===== src/rtl/cpu_trace_monitor.sv =====
// ============================================================================
// Module   : cpu_trace_monitor
// Brief    : Circular PC/instruction trace buffer with PC trigger, post-trigger
//            window, optional halt (self-loop) detection and a registered read
//            port. Optional macro: TRACE_HALT_DETECT_EN builds the halt logic.
// Revision : 1.0 - initial release
// ============================================================================
`default_nettype none

module cpu_trace_monitor #(
    parameter int ADDR_W      = 32,
    parameter int INST_W      = 32,
    parameter int DEPTH       = 16,
    parameter int POST_TRIG   = 4,
    parameter int HALT_REPEAT = 4,
    parameter int CNT_W       = 32,
    localparam int PTR_W      = $clog2(DEPTH)
) (
    input  logic              clk,
    input  logic              rst,
    input  logic              arm,
    input  logic              sample_en,
    input  logic [ADDR_W-1:0] pc_i,
    input  logic [INST_W-1:0] inst_i,
    input  logic              trig_en,
    input  logic [ADDR_W-1:0] trig_pc,
    input  logic [PTR_W-1:0]  rd_idx,
    output logic [ADDR_W-1:0] rd_pc,
    output logic [INST_W-1:0] rd_inst,
    output logic [PTR_W:0]    count,
    output logic              busy,
    output logic              done,
    output logic              trig_hit,
    output logic              halt,
    output logic [CNT_W-1:0]  cycle_cnt
);

    localparam logic [1:0] c_ST_IDLE = 2'd0;
    localparam logic [1:0] c_ST_RUN  = 2'd1;
    localparam logic [1:0] c_ST_POST = 2'd2;
    localparam logic [1:0] c_ST_DONE = 2'd3;

    localparam int            c_POST_W    = $clog2(POST_TRIG + 2);
    localparam logic [PTR_W:0] c_DEPTH_CNT = (PTR_W + 1)'(DEPTH);

    logic [1:0]          r_state;
    logic [1:0]          w_state_nxt;
    logic [PTR_W-1:0]    r_wr_ptr;
    logic [PTR_W:0]      r_count;
    logic [CNT_W-1:0]    r_cycle;
    logic [c_POST_W-1:0] r_post_cnt;
    logic                r_trig_hit;
    logic [ADDR_W-1:0]   r_mem_pc   [DEPTH];
    logic [INST_W-1:0]   r_mem_inst [DEPTH];

    logic             w_busy;
    logic             w_wr_en;
    logic             w_trig;
    logic             w_post_end;
    logic             w_halt_fire;
    logic             w_stop;
    logic [PTR_W-1:0] w_rd_addr;
    logic             w_rd_valid;
    logic             w_rd_fwd;

    always_ff @(posedge clk) begin
        if (rst) r_state <= c_ST_IDLE;
        else     r_state <= w_state_nxt;
    end

    always_comb begin
        w_busy      = (r_state == c_ST_RUN) || (r_state == c_ST_POST);
        w_wr_en     = w_busy && sample_en && !arm;
        w_trig      = (r_state == c_ST_RUN) && trig_en && (pc_i == trig_pc) && sample_en && !arm;
        w_post_end  = (r_state == c_ST_POST) && w_wr_en && (r_post_cnt == c_POST_W'(1));
        w_stop      = (w_trig && (POST_TRIG == 0)) || w_post_end || w_halt_fire;
        w_state_nxt = r_state;
        if (arm)         w_state_nxt = c_ST_RUN;
        else if (w_stop) w_state_nxt = c_ST_DONE;
        else if (w_trig) w_state_nxt = c_ST_POST;
    end

    // Read address is relative to the oldest entry, using pre-edge pointer/count;
    // a same-edge write to that slot (full buffer, rd_idx 0) is forwarded.
    assign w_rd_addr  = r_wr_ptr - r_count[PTR_W-1:0] + rd_idx;
    assign w_rd_valid = ({1'b0, rd_idx} < r_count);
    assign w_rd_fwd   = w_wr_en && (w_rd_addr == r_wr_ptr);

    always_ff @(posedge clk) begin
        if (w_wr_en) begin
            r_mem_pc[r_wr_ptr]   <= pc_i;
            r_mem_inst[r_wr_ptr] <= inst_i;
        end
    end

    always_ff @(posedge clk) begin
        if (rst) begin
            r_wr_ptr   <= '0;
            r_count    <= '0;
            r_cycle    <= '0;
            r_post_cnt <= '0;
            r_trig_hit <= 1'b0;
            rd_pc      <= '0;
            rd_inst    <= '0;
        end else begin
            r_trig_hit <= w_trig;
            if (!w_rd_valid) begin
                rd_pc   <= '0;
                rd_inst <= '0;
            end else if (w_rd_fwd) begin
                rd_pc   <= pc_i;
                rd_inst <= inst_i;
            end else begin
                rd_pc   <= r_mem_pc[w_rd_addr];
                rd_inst <= r_mem_inst[w_rd_addr];
            end
            if (arm) begin
                r_wr_ptr <= '0;
                r_count  <= '0;
                r_cycle  <= '0;
            end else begin
                if (w_busy && (r_cycle != '1)) r_cycle <= r_cycle + 1'b1;
                if (w_wr_en) begin
                    r_wr_ptr <= r_wr_ptr + 1'b1;
                    if (r_count != c_DEPTH_CNT) r_count <= r_count + 1'b1;
                end
                if (w_trig)
                    r_post_cnt <= c_POST_W'(POST_TRIG);
                else if ((r_state == c_ST_POST) && w_wr_en)
                    r_post_cnt <= r_post_cnt - 1'b1;
            end
        end
    end

`ifdef TRACE_HALT_DETECT_EN
    localparam int c_REP_W = $clog2(HALT_REPEAT + 1);

    logic [c_REP_W-1:0] r_rep_cnt;
    logic [c_REP_W-1:0] w_rep_nxt;
    logic [ADDR_W-1:0]  r_last_pc;
    logic               r_halt;

    // A zero repeat count means no sample stored since arm, so no previous PC.
    assign w_rep_nxt   = ((r_rep_cnt != '0) && (pc_i == r_last_pc)) ? r_rep_cnt + 1'b1
                                                                    : c_REP_W'(1);
    assign w_halt_fire = w_wr_en && (w_rep_nxt == c_REP_W'(HALT_REPEAT));

    always_ff @(posedge clk) begin
        if (rst) begin
            r_rep_cnt <= '0;
            r_last_pc <= '0;
            r_halt    <= 1'b0;
        end else if (arm) begin
            r_rep_cnt <= '0;
            r_halt    <= 1'b0;
        end else if (w_wr_en) begin
            r_rep_cnt <= w_rep_nxt;
            r_last_pc <= pc_i;
            if (w_halt_fire) r_halt <= 1'b1;
        end
    end

    assign halt = r_halt;
`else
    assign w_halt_fire = 1'b0;
    assign halt        = 1'b0;
`endif

    assign count     = r_count;
    assign busy      = w_busy;
    assign done      = (r_state == c_ST_DONE);
    assign trig_hit  = r_trig_hit;
    assign cycle_cnt = r_cycle;

endmodule

`default_nettype wire


===== config.mk =====
export PLATFORM = sky130hd
export DESIGN_NAME = cpu_trace_monitor
export DESIGN_NICKNAME = d
export VERILOG_FILES = /design/src/rtl/cpu_trace_monitor.sv
export SDC_FILE = /design/constraint.sdc
export NUM_CORES = 1
export LEC_CHECK = 0
export CORE_ASPECT_RATIO = 0.75
export CORE_UTILIZATION = 64
export CTS_CLUSTER_SIZE = 8
export DETAILED_ROUTE_END_ITERATION = 7
export PLACE_DENSITY_LB_ADDON = 0.2
export SLEW_MARGIN = 20
export SYNTH_ARGS = -nofsm -noshare
export SYNTH_HDL_FRONTEND = slang
export SYNTH_SLANG_ARGS = --single-unit
export TNS_END_PERCENT = 30

===== constraint.sdc =====
create_clock -name clk -period 21.6 [get_ports clk]
set_clock_uncertainty 0.15 [all_clocks]
set_input_delay 5.4 -clock clk [delete_from_list [all_inputs] [get_ports clk]]
set_output_delay 5.4 -clock clk [all_outputs]
set_load 0.03 [all_outputs]

==> metrics.yaml <==
clock_network:
  clk_latency_ns: 0.72
  cts_tree: "yes"
  clockRootBuffer: "clkbuf_16"
  cts_hold_buf: 0
  numCtsBuffers: 159
  ctsResizeCount: 0
  clk_pin_slew_worst_paths_ns: 0.05
  clock_path_buffers: 3
  clkSinkCount: 1135
  htree_levels: 4
  cts_setup_buffers: 0
placement:
  port_buffers: 208
  hpwlAfterDp_um: 51000
  gp_congestion: 0.8192
routing:
  wire_per_inst_um: 29.98
  wl_met3_um: 11450
  drt_iter0_markers: 3170
  wl_met2_um: 52280
  postRouteAntennaNets: 0
  vias: 23550
  routed.top_layer: "met5"
  dr.pass1.iters: 6
  wirelength_met1_um: 40220
  drc: 0
  wl_um: 106500
  avgViaCountPerCell: 6.628
synthesis:
  ys_seq_elements: 1135
  synth_area_um2: 43490
  yosysMostFrequentCell: "edfxtp_1"
  synth_edf_count: 1024
  yosys-top-cells-count: "edfxtp_1, nand2_1, mux4_2"
  synth_cells: 2262
  avgSynthCellArea_um2: 19.23
  synth_top_cell_by_area: "edfxtp_1"
  synth_flop_cell: "edfxtp_1"
  ys_top_cells_by_area: "edfxtp_1, mux4_2, dfxtp_1"
  synth-seq-area-share_pct: 75.81
  yosys.area.top_type_share_pct: 70.70
  synth.distinct_cells: 47
  synth_nets: 2389
  ys_warn_count: 0
  async_reset_ff_share_pct: 0
floorplan:
  die_h_um: 227.8
  dieArea_um2: 69010
  rows: 82
  coreArea_um2: 67000
  start_util_pct: 64.92
  die_x_um: 303.0
  io_pins: 210
setup_path:
  path_class: "in2reg"
  critPathLaunchType: "input pin"
  cp_max_fo: 166
  setup.worst_path.end_class: "register"
  cp.required_ns: 22.05
  cp.arrival_ns: 10.54
sta:
  hold_viol_final: 0
  worst_slew_pin_slew_ns: 1.248
  max-slew-margin-rel_pct: 16.82
  setup_violations: 0
  max_freq_mhz: 99.12
  finalSetupTns_ns: 0
  rsz0062_at_grt: "false"
  final_max_slew_viol_count: 0
  finalCritPeriodShare_pct: 46.71
  fin_crit_ns: 10.09
grt:
  grt_pass1_wl_um: 155400
  grt_use_total_pct: 31.50
  grt_pass1_vias: 24170
  grt_start_max_net_pins: 167
  grt-ovfl-total: 0
  antenna_found_initial: 9
power_and_ir_drop:
  vdd_drop_max_v: 0.00008196
  leakagePower_uw: 0.01702
  pwr_density_cell_nw_per_um2: 99.33
final_layout:
  fin_util_pct: 76.51
  area_delta_synth_final_pct: 17.86
  drive_above_1_share_pct: 18.49
  nNetsFinal: 2680
hold_path:
  min_path_type: "reg2reg"
outcome:
  status: "complete, no violations"
run:
  cap_violations: 0
per-layer routing:
metal	track usage [%]	vias up
li1	-	9612
met1	44.11	12180
met2	49.29	1539
met3	8.171	205
met4	10.03	12
met5	0	-
worst max-delay path: stages:
cell and delay (ns):
clkdlybuf4s50_1 0.50, inv_1 0.07, fa_1 0.54, inv_1 0.07, fa_4 1.16, buf_12 0.69, buf_4 0.84, mux4_2 0.43
nand2_1 0.10, a21oi_1 0.10, a211o_1 0.34
placed cells by master (no fill, tap or decap), types with 4 or more instances in the layout:
cell and instances:
edfxtp_1 1024, nand2_1 276, mux4_2 256, clkdlybuf4s50_1 208, clkbuf_16 166, a21oi_1 135
dfxtp_1 111, clkbuf_1 104, a211o_1 65, xnor2_1 54, nor2_1 48, buf_4 34
inv_1 24, nand4_1 21, xor2_1 21, ha_1 18, nor2_4 12, nand3_1 11
and3_1 9, and4_1 8, o21ai_0 5, diode_2 4, nor3_2 4, or3_1 4
nor3_1 4, inv_6 4
per-stage QoR:
stage               cells  instance area (µm²)  total power (µW)  setup slack (ns)  hold slack [ns]
global route         3552                51260              5228             11.43           0.4024
finish               3553                51260              5092             11.51           0.3567
detailed placement   3273                46630              2839             10.87           0.3464
global placement     3273                46630              2831             10.98           0.3345
CTS                  3548                51220              5112             11.59           0.3570
floorplan            2262                43490              2696             10.25           0.3405
logic make-up after synthesis:
logic type,after synthesis,synth area share [%]
other,1,0.008622
buffers and inverters,139,1.366
muxes,258,13.30
and+or+nand+nor,411,3.979
DFF,1135,75.81
adders and majority gates,22,0.6847
xor gates and xnor gates,77,1.617
AOI/OAI and AO/OA,219,3.234
final timing paths:
kind	cells after the start	from	end	slack, ns
max reg2reg	11	r_wr_ptr[0]	rd_pc[23]	16.15
max	11	rd_idx[1]	rd_pc[23]	11.51
min	2	cycle_cnt[31]	cycle_cnt[31]	0.36
min reg2reg	2	cycle_cnt[31]	cycle_cnt[31]	0.36
cell type report:
cell class,count,area [µm²]
flip-flops and latches,1135,32970
fillers,3448,15740
multi-input cells,988,10080
clock buffers,270,4544
repair buffers,245,2405
well taps,882,1104
inverters,24,90.09
clock inverters,5,51.30
diodes,4,10.01
report_power, final:
part / leakage [µW] / switching, µW / internal, µW
Combinational: 0.00472 / 227 / 155
Clock: 0.00219 / 878 / 1410
Sequential: 0.0101 / 9.42 / 2410
Total: 0.0170 / 1110 / 3980
flip-flops by register name (all words and copies together) (netlist names):
register    cells
r_mem_pc      512
count           5
r_state         2
rd_inst        32
rd_pc          32
r_wr_ptr        4
trig_hit        1
r_post_cnt      3
r_mem_inst    512
cycle_cnt      32
(Power assumes the default switching activity.)
==> edit: new RTL, same flow settings <==
Set the parameter `INST_W` to 64 (it was 32).
--- a/src/rtl/cpu_trace_monitor.sv
+++ b/src/rtl/cpu_trace_monitor.sv
@@ -10,5 +10,5 @@
 module cpu_trace_monitor #(
     parameter int ADDR_W      = 32,
-    parameter int INST_W      = 32,
+    parameter int INST_W      = 64,
     parameter int DEPTH       = 16,
     parameter int POST_TRIG   = 4,
Interface: changed (resized inst_i and rd_inst); port bits go from 210 to 274. The function was not compared with the original's and may differ.
==> edit against the unedited design <==
- worst setup slack lost 1.0 ns
- clock power grew 43%
- final area is 45% higher
- wire length grew 47%
- worst hold slack better by 0.040 ns
- count of clock-buffer cells in the layout grew 138
- sequential cell count up 544
- critical path depth is 1 higher
- power grew 46%
- synthesized area increased by 46%
- highest routed layer unchanged
==> edit: results (changes against the unedited design) <==
[status]
status=finished clean

[routing]
drt_pass1_iterations=6  ; unchanged
top_layer_used=met5
route.met3.wl_um=13800  ; +21%
met1Wirelength_um=58700  ; +46%
wl_met2_um=78800  ; +51%
wl_per_cell_um=30.6  ; +2.1%
postRouteAntennaNets=0  ; unchanged
viasPerCell=6.61  ; -0.30%
drt_iter0_markers=4388  ; +38%

[placed_design]
place_ws_ns=9.65  ; -1.22 ns
port_buffers=272  ; +31%
placed_area_um2=67900  ; +46%
dpl.hpwl_um=74000  ; +45%
gp_congestion=0.808  ; -1.3%

[setup_path]
cp_top_family=buffers and inverters
cp_data_arrival_time_ns=11.67  ; +1.13 ns
cp_slowest_cell=fa_4
critPathMaxStageDelay_ns=1.32  ; +0.16 ns
path_max_fanout=158  ; -4.8%

[clock_network]
cts_root_buf=clkbuf_16
postCtsSetupBuffers=0  ; unchanged
cts.repair.resized=0  ; unchanged
numCtsBuffers=227  ; +43%
ctsLongestPathBuffers=3  ; unchanged
clk_pin_slew_ns=0.05  ; about the same
clk_latency_ns=0.82  ; +0.10 ns

[logic_synthesis]
synth_compound_area_frac=0.0307  ; -0.00161
synth_top_family_by_area=multiplexers
async_flop_share=0  ; unchanged
ys.flop_type=edfxtp_1
synth-edff-count=1536  ; +50%
synth-adder-area-share=0.00468  ; -0.00217
synth_commonest_cells=1536 x edfxtp_1, 399 x nand2_1, 384 x mux4_2
ys_top_cells_by_area=edfxtp_1 72%, mux4_2 14%, dfxtp_1 4.5%, nand2_1 2.4%, a21oi_1 1.5%
yosys_warnings=0  ; unchanged
ys_seq_area_frac=0.770  ; +0.0115
synthXorXnorAreaFrac=0.0113  ; -0.00485
synth_fp_nets=3369  ; +41%
muxShareOfSynthArea=0.136  ; +0.00315
synth.distinct_cells=44  ; -6.4%

[cells_and_area]
nNetsFinal=3750  ; +40%
drive_gt1_frac=0.186  ; +0.00141
reg_top3=r_mem_inst: 1024 flops, r_mem_pc: 512 flops, rd_inst: 64 flops

[pwr]
vdd.ir_drop.worst_mv=0.104  ; +27%
p_leak_nw=24.6  ; +44%
switching_share=0.224  ; +0.00522

[worst_hold_path]
hold_class=flip-flop to flip-flop

[global_routing]
grt_pass1_wl_um=229000  ; +47%
grt_max_degree=159  ; -4.8%
grt_use_total=0.315  ; about the same
antenna_found_initial=10  ; +1
first_global_vias=35119  ; +45%

[timing]
relSlewSlack=0.181  ; +0.0130

[edit: cell count changes after synthesis, sizes merged, moves of 8 or more]
cell,unedited run,this run
clkbuf,57,98
a211o,65,97
buf,58,71
and4,8,0
dfxtp,111,143
a21oi,136,198
edfxtp,1024,1536
mux4,256,384
nand2,276,399
[edit: power groups by stage]
| stage | logic (mW) | registers (mW) | clock network [mW] |
|---|---|---|---|
| finish | 0.557 | 3.58 | 3.28 |
| global route | 0.592 | 3.58 | 3.45 |
| CTS | 0.559 | 3.58 | 3.31 |
| detailed placement | 0.550 | 3.65 | 0 |
| global placement | 0.538 | 3.65 | 0 |
| floorplan | 0.317 | 3.67 | 0 |
[edit: layer usage]
| metal | vias to the layer above | GRT usage |
|---|---|---|
| li1 | 13714 | - |
| met1 | 17668 | 0.422 |
| met2 | 1999 | 0.526 |
| met3 | 333 | 0.0556 |
| met4 | 12 | 0.124 |
| met5 | - | 0 |
[edit: per-stage QoR]
| stage | std cells | power (mW) |
|---|---|---|
| after floorplan | 3210 | 3.99 |
| after global placement | 4675 | 4.18 |
| after detailed placement | 4675 | 4.20 |
| after CTS | 5098 | 7.45 |
| after global routing | 5101 | 7.62 |
| final | 5104 | 7.43 |
[edit: cell families (layout without fill, tap and decap cells)]
logic type               Yosys count  count (layout)
AO/OA/AOI/OAI                    308             308
multiplexers                     386             386
AND/OR/NAND/NOR                  544             544
other                              1               7
flip-flops                      1679            1679
adder cells (fa/ha/maj)           22              22
buffers and inverters            191             766
XOR/XNOR                          79              79
[edit: worst paths after layout]
check | from | to | slack, ns | cells past startpoint
setup / recovery | rd_idx[1] | rd_inst[38] | 10.48 | 12
hold / removal | cycle_cnt[12] | cycle_cnt[12] | 0.40 | 2
setup reg to reg | r_wr_ptr[0] | rd_inst[38] | 15.01 | 12
hold reg to reg | cycle_cnt[12] | cycle_cnt[12] | 0.40 | 2
[edit: final cells by class]
class / count / area [um2]
antenna: 6 / 15.0
sequential: 1679 / 49000
clock buffer: 408 / 6360
inverter: 22 / 82.6
clock inverter: 15 / 245
fill: 5147 / 23300
multi-input combinational: 1340 / 14000
tap: 1313 / 1640
timing repair buffer: 321 / 3170
[edit: worst register-to-register path: stages (launching register included)]
cell     delay (ns)
dfxtp_1        0.46
inv_1          0.15
ha_1           0.30
inv_1          0.06
ha_4           0.16
fa_4           1.38
buf_4          0.93
buf_12         0.65
buf_4          1.23
mux4_2         0.45
nand2_1        0.10
a21oi_1        0.10
a211o_1        0.34
